**config.mk**
```make
export PLATFORM = sky130hd
export DESIGN_NAME = schmitt_inv_filt
export DESIGN_NICKNAME = d
export VERILOG_FILES = /design/src/rtl/schmitt_inv_filt.sv
export SDC_FILE = /design/constraint.sdc
export NUM_CORES = 1
export LEC_CHECK = 0
export ABC_CLOCK_PERIOD_IN_PS = 3400
export CAP_MARGIN = 5
export CORE_MARGIN = 3
export CORE_UTILIZATION = 40
export CTS_BUF_LIST = sky130_fd_sc_hd__clkbuf_8
export DETAILED_ROUTE_END_ITERATION = 12
export PLACE_DENSITY = 0.66
export SETUP_SLACK_MARGIN = 0.02
export SLEW_MARGIN = 25
export SYNTH_ARGS = -nofsm -noshare
export SYNTH_HDL_FRONTEND = slang
export SYNTH_SLANG_ARGS = --single-unit
```
**constraint.sdc**
```tcl
create_clock -name clk -period 3.4 [get_ports clk]
set_input_delay 0.34 -clock clk [delete_from_list [all_inputs] [get_ports clk]]
set_output_delay 0.34 -clock clk [all_outputs]
set_load 0.1 [all_outputs]
```
**src/rtl/schmitt_inv_filt.sv**
```systemverilog
// Multi-channel inverter/buffer with clocked hysteresis: each input is synchronised,
// integrated in a saturating up/down counter, and the output flips only at saturation.
module schmitt_inv_filt #(
    parameter int CHANNELS    = 6,
    parameter int HYST        = 4,
    parameter int SYNC_STAGES = 2,
    parameter int INVERT      = 1
) (
    input  logic                clk,
    input  logic                rst,
    input  logic [CHANNELS-1:0] a,
    input  logic [CHANNELS-1:0] byp,
    output logic [CHANNELS-1:0] y,
    output logic [CHANNELS-1:0] chg
);

    localparam int CW = (HYST < 1) ? 1 : $clog2(HYST + 1);
    localparam logic [CW-1:0] CNT_MAX = CW'(HYST);
    localparam logic [CW-1:0] CNT_ONE = CW'(1);
    localparam logic [CW-1:0] CNT_ZERO = CW'(0);
    localparam logic [CHANNELS-1:0] INV_MASK = (INVERT != 0) ? {CHANNELS{1'b1}} : {CHANNELS{1'b0}};

    logic [CHANNELS-1:0]         s;
    logic [CHANNELS-1:0][CW-1:0] cnt_q;
    logic [CHANNELS-1:0][CW-1:0] cnt_d;
    logic [CHANNELS-1:0]         state_q;
    logic [CHANNELS-1:0]         state_d;
    logic [CHANNELS-1:0]         chg_q;

    generate
        if (SYNC_STAGES == 0) begin : g_nosync
            assign s = a;
        end else begin : g_sync
            logic [SYNC_STAGES-1:0][CHANNELS-1:0] sync_q;

            // Input synchroniser chain; the last stage feeds the integrators.
            always_ff @(posedge clk) begin
                if (rst) begin
                    sync_q <= {(SYNC_STAGES*CHANNELS){1'b0}};
                end else begin
                    sync_q[0] <= a;
                    for (int k = 1; k < SYNC_STAGES; k++) begin
                        sync_q[k] <= sync_q[k-1];
                    end
                end
            end

            assign s = sync_q[SYNC_STAGES-1];
        end
    endgenerate

    // Saturating integrator and threshold decision; the state holds between thresholds.
    always_comb begin
        cnt_d   = cnt_q;
        state_d = state_q;
        for (int i = 0; i < CHANNELS; i++) begin
            if (s[i] && (cnt_q[i] != CNT_MAX)) begin
                cnt_d[i] = cnt_q[i] + CNT_ONE;
            end else if (!s[i] && (cnt_q[i] != CNT_ZERO)) begin
                cnt_d[i] = cnt_q[i] - CNT_ONE;
            end else begin
                cnt_d[i] = cnt_q[i];
            end

            if (cnt_d[i] == CNT_MAX) begin
                state_d[i] = 1'b1;
            end else if (cnt_d[i] == CNT_ZERO) begin
                state_d[i] = 1'b0;
            end else begin
                state_d[i] = state_q[i];
            end
        end
    end

    // Filter state; chg is registered so it lines up with the cycle the new state shows on y.
    always_ff @(posedge clk) begin
        if (rst) begin
            cnt_q   <= {(CHANNELS*CW){1'b0}};
            state_q <= {CHANNELS{1'b0}};
            chg_q   <= {CHANNELS{1'b0}};
        end else begin
            cnt_q   <= cnt_d;
            state_q <= state_d;
            chg_q   <= state_d ^ state_q;
        end
    end

    // Bypass is deliberately combinational from the raw pin, matching the legacy part.
    assign y   = (byp & (a ^ INV_MASK)) | (~byp & (state_q ^ INV_MASK));
    assign chg = chg_q;

endmodule

```
==> reports/results.ini <==
[place]
dp.cells=347
place_area_mm2=0.00259
gp_congestion=0.904
io_buffers=25
place_hpwl_mm=2.74

[cts]
htreeDepth=2
clk_pin_slew_worst_paths_ns=0.08
cts_buffers=5
insertion_delay_ns=0.29
clock-sinks=42
cts_root_buf=clkbuf_8
cts_setup_buffers=0
cts-resized-gates=0
clock_path_buffers=2
cts_tree=yes
cts-hold-fix-buffers=0

[sta]
finalHoldViolations=0
rsz0062_at_grt=false
relSlewSlack_pct=35.5
finClkSkew_ns=0.00725
holdWs_ns=0.430
tightest_slew_ns=0.964
finalSetupViolCount=0
drv_slew=0
finalCriticalPeriod_ns=2.18
setup_tns_ns=0
period_share_pct=64.0
timing.fmax_mhz=460

[routing]
drcViolationCount=0
num_vias=1731
vias_per_cell=4.88
wl_mm=3.86
postRouteAntennaNets=0
drt_first_pass_iters=4
drt_iter0_drc=51
routedWlPerCell_um=10.9

[synth]
yosysSeqAreaShare_pct=36.5
ys_warn_count=0
yosys.area.top_type_share_pct=36.5
yosysUniqueCellTypes=41
syn_area_per_cell_um2=8.88
ys_top_cells_by_area=dfxtp_1, ha_1, nor2b_1, xnor2_1, mux2i_1
synthesis.area_mm2=0.00230
synthesis.nets=291
ys_seq_elements=42
syn_inst=259
synth_largest_area_cell=dfxtp_1

[worst_setup_path]
crit_path_start_kind=flip-flop
endpoint_kind=flip-flop
cp_cell_sequence=inv_1 -> ha_1 -> nor2b_1 -> a221oi_1 -> nor2_1 -> a31oi_2 -> mux2_1
rr_endpoint=state_q[3]$_SDFF_PP0_
path_buf_inv=1
crit_type=flip-flop to flip-flop
rr_worst_depth=7
cp.arrival_ns=2.36
path_max_fanout=6
critPathMaxStageDelay_ns=0.46
cp_data_required_time_ns=3.58
r2r_setup_slack_ns=1.22
r2r_start=cnt_q[9]$_SDFF_PP0_
critPathTopFamily=compound AO/OA/AOI/OAI gates
slowest_stage=dfxtp_1

[finish]
nets=316
drive_gt1_share_pct=8.42
final_cells=355
fin_area_mm2=0.00268
synthToLayoutAreaGrowth_pct=16.5
antenna_cells=0

[die]
core-area_mm2=0.00534
die_area_mm2=0.00670
start_util_pct=43.1
ios=26
fp-row-count=26
dieWidth_um=81.8
die_h_um=81.8

[grt]
gr-total-overflow=0
grt_pass1_wl_mm=6.44
grt_use_total_pct=12.2
grt_pass1_vias=1553
grt.busiest_layer=met2
antenna_found_initial=0
use_met3_pct=3.07
met1_usage_pct=15.3
grt_use_met2_pct=19.7
grt_max_degree=43

[outcome]
status=completed

[worst_hold_path]
hp-class=flip-flop to flip-flop
hold_end=s[2]$_SDFF_PP0_
hold-path-cell-count=1
hp-start=g_sync.sync_q[2]$_SDFF_PP0_

[pwr]
ir_worst_vdd_v=0.000527
p_leak_nw=1.14
cellPowerDensity_mw_per_mm2=1040
power_w=0.00278

[run]
maxCapViolations=0

-- cell usage after synthesis, drive strengths merged --
cell type,n
o21ai,4
inv,22
and3b,3
xor2,5
dfxtp,42
nor2b,24
o211a,1
xnor2,15
a31oi,3
ha,18
a22oi,2
a221oi,4
o2bb2ai,1
nand2b,4
nand3b,1
or2,1
buf,5
nand2,17
a32oi,1
a21o,1
mux2,4
nor2,24
o22ai,6
mux2i,10
clkbuf,3
nor3,8
nand3,5
nor3b,4
a21oi,16
a211oi,1
a21bo,1
o311a,3
-- registers in the layout, summed over array words and instances (netlist names) --
register / flops
state_q: 6
cnt_q: 18
chg: 6
s: 6
g_sync.sync_q: 6
-- cell families (layout without fill, tap and decap cells) --
kind of cell	count (synthesis)	count (layout)	share of synthesized area [%]
DFF	42	42	36.5
AOI/OAI and AO/OA	44	44	13.4
and+or+nand+nor	91	91	20.9
muxes	14	14	6.31
buffers and inverters	30	56	5.38
xor gates and xnor gates	20	20	7.61
adders and majority gates	18	18	9.79
-- worst register-to-register path: stages (launching register included) --
cell and delay (ns):
dfxtp_1 0.46, inv_1 0.13, ha_1 0.37, nor2b_1 0.18, a221oi_1 0.31, nor2_1 0.11
a31oi_2 0.18, mux2_1 0.33
-- worst max-delay path by stage --
stage	startpoint	endpoint	slack, ns	cells past startpoint
final	cnt_q[9]$_SDFF_PP0_	state_q[3]$_SDFF_PP0_	1.22	7
after global routing	cnt_q[9]$_SDFF_PP0_	state_q[3]$_SDFF_PP0_	1.06	7
after CTS	cnt_q[9]$_SDFF_PP0_	state_q[3]$_SDFF_PP0_	1.20	7
after detailed placement	cnt_q[9]$_SDFF_PP0_	state_q[3]$_SDFF_PP0_	1.21	7
after global placement	cnt_q[9]$_SDFF_PP0_	state_q[3]$_SDFF_PP0_	1.31	7
after floorplan	byp[0]	y[0]	1.14	1
-- layer usage --
layer,vias up,part of all wire (%)
met5,-,0
met4,0,0.60
met3,3,3.6
met2,32,46
met1,779,49
li1,917,-
-- power breakdown --
part	internal [W]	switching (W)
registers	0.000652	0.000160
logic	0.000663	0.000973
clock network	0.000161	0.000169
total	0.00148	0.00130
-- area by class of cell --
| class | count | area (µm²) |
|---|---|---|
| Timing Repair Buffer | 26 | 243 |
| Fill cell | 518 | 2650 |
| Multi-Input combinational cell | 187 | 1340 |
| Tap cell | 70 | 87.6 |
| Clock buffer | 6 | 82.6 |
| Clock inverter | 2 | 8.76 |
| Sequential cell | 42 | 841 |
| Inverter | 22 | 82.6 |
-- layout by cell type (no fill, tap or decap), types with 2 or more instances in the layout --
cell type	synthesis	layout
clkdlybuf4s50_1	0	19
a22oi_1	2	2
ha_1	18	18
o21ai_0	2	2
inv_1	22	23
mux2i_1	10	10
nand2b_1	4	4
mux2_1	2	2
xnor2_1	15	15
o22ai_1	6	6
o21ai_1	2	2
a21oi_1	14	14
nand2_1	17	17
nor3b_2	2	2
and3b_1	3	3
xor2_1	5	5
mux2_2	2	2
nor3b_1	2	2
clkbuf_8	0	6
o311a_1	3	3
a21oi_2	2	2
buf_4	0	7
nor2_1	24	24
dfxtp_1	42	42
a31oi_1	2	2
nand3_1	5	5
a221oi_1	3	3
nor2b_1	23	23
nor3_1	8	8
-- stage by stage --
step | setup slack [ns] | util, %
after floorplan | 1.14 | -
after global placement | 1.31 | 48.5
after detailed placement | 1.21 | 48.5
after CTS | 1.20 | 50.3
after global routing | 1.06 | 50.3
final | 1.22 | 50.3
Power figures use the tool's default switching activity.
